`config.mk`:
```
export PLATFORM = sky130hd
export DESIGN_NAME = imm_extend_unit_flat
export DESIGN_NICKNAME = d
export VERILOG_FILES = /design/src/rtl/imm_extend_unit_if.sv /design/src/rtl/imm_extend_unit.sv /design/src/flat_wrapper.sv
export SDC_FILE = /design/constraint.sdc
export NUM_CORES = 1
export LEC_CHECK = 0
export CAP_MARGIN = 20
export CORE_MARGIN = 1.5
export CORE_UTILIZATION = 51
export DETAILED_ROUTE_END_ITERATION = 12
export GPL_TIMING_DRIVEN = 0
export PLACE_DENSITY = 0.79
export RECOVER_POWER = 100
export SKIP_CTS_REPAIR_TIMING = 1
export SLEW_MARGIN = 40
export SYNTH_ARGS = -nofsm -noshare
export SYNTH_HDL_FRONTEND = slang
export SYNTH_SLANG_ARGS = --single-unit
```
`constraint.sdc`:
```
create_clock -name clk -period 1.77 [get_ports clk]
set_input_delay 0.354 -clock clk [delete_from_list [all_inputs] [get_ports clk]]
set_output_delay 0.354 -clock clk [all_outputs]
set_load 0.005 [all_outputs]
```
`src/rtl/imm_extend_unit_if.sv`:
```
// Request/result handshake bundle for imm_extend_unit.
// The unit connects through the slave modport, its producer/consumer through master.
interface imm_extend_unit_if #(
  parameter int unsigned IN_W  = 16,
  parameter int unsigned OUT_W = 32,
  parameter int unsigned TAG_W = 5
);
  logic             in_valid;
  logic             in_ready;
  logic [IN_W-1:0]  in_imm;
  logic [1:0]       in_mode;
  logic [TAG_W-1:0] in_tag;
  logic             out_valid;
  logic             out_ready;
  logic [OUT_W-1:0] out_data;
  logic [TAG_W-1:0] out_tag;

  modport slave (
    input  in_valid, in_imm, in_mode, in_tag, out_ready,
    output in_ready, out_valid, out_data, out_tag
  );

  modport master (
    output in_valid, in_imm, in_mode, in_tag, out_ready,
    input  in_ready, out_valid, out_data, out_tag
  );
endinterface

```
`src/rtl/imm_extend_unit.sv`:
```
// Pipelined zero/sign/upper/branch immediate extender with output register plus skid entry.
// Optional IMM_EXT_CNT_EN builds the 16-bit output-handshake counter xfer_cnt.
module imm_extend_unit #(
  parameter int unsigned IN_W  = 16,
  parameter int unsigned OUT_W = 32,
  parameter int unsigned TAG_W = 5
) (
  input  logic clk,
  input  logic rst_n,
  imm_extend_unit_if.slave bus
`ifdef IMM_EXT_CNT_EN
  ,
  output logic [15:0] xfer_cnt
`endif
);

  localparam int unsigned E = OUT_W - IN_W;

  typedef enum logic [1:0] {
    MODE_ZERO   = 2'b00,
    MODE_SIGN   = 2'b01,
    MODE_UPPER  = 2'b10,
    MODE_BRANCH = 2'b11
  } mode_e;

  logic [OUT_W-1:0] sext;
  logic [OUT_W-1:0] ext;

  logic             or_valid;
  logic [OUT_W-1:0] or_data;
  logic [TAG_W-1:0] or_tag;
  logic             sk_valid;
  logic [OUT_W-1:0] sk_data;
  logic [TAG_W-1:0] sk_tag;
  logic             in_ready_q;

  logic accept;
  logic drain;
  logic to_or;
  logic sk_valid_nxt;

  always_comb begin
    sext = {{E{bus.in_imm[IN_W-1]}}, bus.in_imm};
    ext  = '0;
    case (mode_e'(bus.in_mode))
      MODE_ZERO:   ext = {{E{1'b0}}, bus.in_imm};
      MODE_SIGN:   ext = sext;
      MODE_UPPER:  ext = {bus.in_imm, {E{1'b0}}};
      MODE_BRANCH: ext = sext << 2;
      default:     ext = '0;
    endcase
  end

  // A new entry bypasses the skid slot whenever OR is free by the end of this cycle.
  always_comb begin
    accept = bus.in_valid && in_ready_q;
    drain  = or_valid && bus.out_ready;
    to_or  = accept && (!or_valid || (drain && !sk_valid));
    sk_valid_nxt = sk_valid;
    if (accept && !to_or) begin
      sk_valid_nxt = 1'b1;
    end else if (drain) begin
      sk_valid_nxt = 1'b0;
    end
  end

  always_ff @(posedge clk) begin
    if (!rst_n) begin
      or_valid   <= 1'b0;
      or_data    <= '0;
      or_tag     <= '0;
      sk_valid   <= 1'b0;
      sk_data    <= '0;
      sk_tag     <= '0;
      in_ready_q <= 1'b0;
    end else begin
      if (to_or) begin
        or_valid <= 1'b1;
        or_data  <= ext;
        or_tag   <= bus.in_tag;
      end else if (drain) begin
        or_valid <= sk_valid;
        or_data  <= sk_data;
        or_tag   <= sk_tag;
      end
      if (accept && !to_or) begin
        sk_data <= ext;
        sk_tag  <= bus.in_tag;
      end
      sk_valid   <= sk_valid_nxt;
      in_ready_q <= !sk_valid_nxt;
    end
  end

`ifdef IMM_EXT_CNT_EN
  always_ff @(posedge clk) begin
    if (!rst_n) begin
      xfer_cnt <= '0;
    end else if (drain) begin
      xfer_cnt <= xfer_cnt + 16'd1;
    end
  end
`endif

  assign bus.in_ready  = in_ready_q;
  assign bus.out_valid = or_valid;
  assign bus.out_data  = or_data;
  assign bus.out_tag   = or_tag;

endmodule

```
`src/flat_wrapper.sv`:
```
// flat-port wrapper written by rule: the top's interface ports become plain ports
module imm_extend_unit_flat 
#(
  parameter int unsigned IN_W  = 16,
  parameter int unsigned OUT_W = 32,
  parameter int unsigned TAG_W = 5
)
  (clk, rst_n, bus_in_valid, bus_in_imm, bus_in_mode, bus_in_tag, bus_out_ready, bus_in_ready, bus_out_valid, bus_out_data, bus_out_tag);
  imm_extend_unit_if #(.IN_W(IN_W), .OUT_W(OUT_W), .TAG_W(TAG_W)) bus_i ();
  input  logic clk;
  input  logic rst_n;
  input wire logic [$bits(bus_i.in_valid)-1:0] bus_in_valid;
  input wire logic [$bits(bus_i.in_imm)-1:0] bus_in_imm;
  input wire logic [$bits(bus_i.in_mode)-1:0] bus_in_mode;
  input wire logic [$bits(bus_i.in_tag)-1:0] bus_in_tag;
  input wire logic [$bits(bus_i.out_ready)-1:0] bus_out_ready;
  output wire logic [$bits(bus_i.in_ready)-1:0] bus_in_ready;
  output wire logic [$bits(bus_i.out_valid)-1:0] bus_out_valid;
  output wire logic [$bits(bus_i.out_data)-1:0] bus_out_data;
  output wire logic [$bits(bus_i.out_tag)-1:0] bus_out_tag;
  assign bus_i.in_valid = bus_in_valid;
  assign bus_i.in_imm = bus_in_imm;
  assign bus_i.in_mode = bus_in_mode;
  assign bus_i.in_tag = bus_in_tag;
  assign bus_i.out_ready = bus_out_ready;
  assign bus_in_ready = bus_i.in_ready;
  assign bus_out_valid = bus_i.out_valid;
  assign bus_out_data = bus_i.out_data;
  assign bus_out_tag = bus_i.out_tag;
  imm_extend_unit #(.IN_W(IN_W), .OUT_W(OUT_W), .TAG_W(TAG_W)) u_core (.clk(clk), .rst_n(rst_n), .bus(bus_i));
endmodule
```
==> out/metrics.csv <==
metric;value;unit
clk_pin_slew;80;ps
arrival;1970;ps
hold_violations;0;
dp.cells;522;
multi_input_area;1613;um^2
rsz0062_at_grt;no;
ys_seq_elements;77;
syn_inst;380;
fillers;529;
n_antenna_cell;0;
finalWorstSetupSlack;51.29;ps
ys_types;28;
grt_util_all_layers;0.2800;
tightest_slew;575.2;ps
maxCapViolCount;0;
ys_top_cells_by_count;77 x dfxtp_1, 73 x a211oi_1, 40 x a21oi_1, 35 x nor2_1, 30 x and3_1;
wl_met2;4708;um
dr_total_vias;3285;
layout.cells.non_filler;538;
io_buffers;65;
wire_per_inst;18.51;um
synth_area_leaders;dfxtp_1 45%, a211oi_1 16%, a21oi_1 5.9%, and3_1 5.5%, a211oi_2 4.8%;
finalCritPeriodShare;0.9710;
setup_tns;0;ps
cts-root-buf;clkbuf_8;
ctsLongestPathBuffers;2;
required;2020;ps
vias_per_cell;6.106;
wl_met1;4458;um
cellPowerDensity;901.7;nW/um^2
dieHeight;84.75;um
min_path_type;register to register;
min_period;1719;ps
status;finished, final reports clean;
htreeDepth;3;
grt_pass1_wl;15940;um
max_freq;0.5818;GHz
synth_seq_area_share;0.4523;
routed_wl;9959;um
yosys.area.top_type;dfxtp_1;
drive_gt1_frac;0.1171;
total_power;0.003919;W
p_leak;1.691;nW
cts_tree;built;
maxSlewViolCount;0;
gp_congestion;0.9487;
initial_utilization;0.5337;
drt_iter0_markers;221;
grt_pass1_vias;3221;
yosysMostFrequentCell;dfxtp_1;
ant_nets;0;
grt_start_max_net_pins;13;
cts_sinks;77;
die_w;84.75;um
syn_nets;407;
path_class;input port to register;
io_pins;66;
top_layer;met4;
num_rows;29;
dp.final_hpwl;7212;um
finClkSkew;6.898;ps
grt_overflow;0;
final_area;4347;um^2
postPlaceCellArea;4155;um^2
syn_area;3408;um^2
dr_wl_met3;587;um
crit_fanout;10;
antenna_found_initial;0;
cp-end-kind;register;
cp-start-kind;input port;
syn2layout_area_growth;27.53;%
synth_top_area_share;0.4523;
clk_latency;350;ps
drc;0;
dieArea;7183;um^2
dp_slack;-384.1;ps
synth_edf_count;0;
ir_drop;0.7187;mV
coreArea;6386;um^2
numCtsBuffers;9;
yosys_most_used_dff;dfxtp_1;
final-setup-viol-count;0;
postSynth.asyncResetShare;0;
firstDrtPassIters;7;
ys_warn_count;0;
layout.nets;483;
avgSynthCellArea;8.969;um^2
regArea;1541;um^2
maxSlewHeadroom;0.6165;
## worst paths after layout
kind / start / end / slack (ps) / cells after the start
setup / recovery: bus_out_ready / u_core.bus.out_data[12] / 50 / 6
hold / removal: u_core.sk_tag[3] / u_core.sk_tag[3] / 460 / 2
setup reg to reg: u_core.bus.out_valid / u_core.bus.in_ready / 160 / 5
hold reg to reg: u_core.sk_tag[3] / u_core.sk_tag[3] / 460 / 2
## stage by stage
stage               utilization  hold slack, ps
floorplan                     -           431.9
global placement         0.6507           440.5
detailed placement       0.6507           447.5
CTS                      0.6861           458.5
global route             0.6806           478.8
finish                   0.6806           458.1
## flip-flops by register name, summed over array words and instances, names as in the netlist
name	flops
u_core.bus.in_ready	1
u_core.sk_data	32
u_core.sk_valid	1
u_core.sk_tag	5
u_core.bus.out_valid	1
u_core.bus.out_tag	5
u_core.bus.out_data	32
## report_power, final
group / leakage, nW / internal [W] / switching (W) / total [W]
Clock: 0.110 / 0.000874 / 0.000646 / 0.00152
Sequential: 0.628 / 0.00181 / 0.0000410 / 0.00185
Combinational: 0.953 / 0.000253 / 0.000298 / 0.000552
## critical path: stages
cell	delay (ps)
clkdlybuf4s50_1	530
buf_4	200
clkbuf_1	370
and3_1	230
a211oi_1	50
a211oi_1	240
## layout make-up
type | count | area share
sequential | 77 | 0.3546
multi-input combinational | 262 | 0.3710
tap | 77 | 0.02216
clock buffer | 13 | 0.03656
inverter | 1 | 0.0008636
clock inverter | 3 | 0.01554
timing repair buffer | 65 | 0.1497
buffer | 40 | 0.04951
## layout by cell type, fill, tap and decap left out, drive strengths merged, types with 14 or more instances in the layout
cell type	n
a211oi	86
dfxtp	77
a21oi	41
dlygate4sd3	38
clkbuf	36
nor2	35
and3	30
clkdlybuf4s50	27
nand2	26
buf	17
nor2b	14
## metal layers
metal,vias to the layer above,global-route usage
met5,-,0
met4,0,0.1012
met3,23,0.05703
met2,132,0.4495
met1,1578,0.3755
li1,1552,-
## logic make-up (layout without fill, tap and decap cells)
| group | Yosys count | after routing | share of synthesized area |
|---|---|---|---|
| AOI/OAI and AO/OA | 140 | 140 | 0.2992 |
| buffers and inverters | 41 | 122 | 0.06534 |
| and+or+nand+nor | 121 | 121 | 0.1799 |
| muxes | 1 | 1 | 0.003304 |
| DFF | 77 | 77 | 0.4523 |
(Power assumes the default switching activity.)
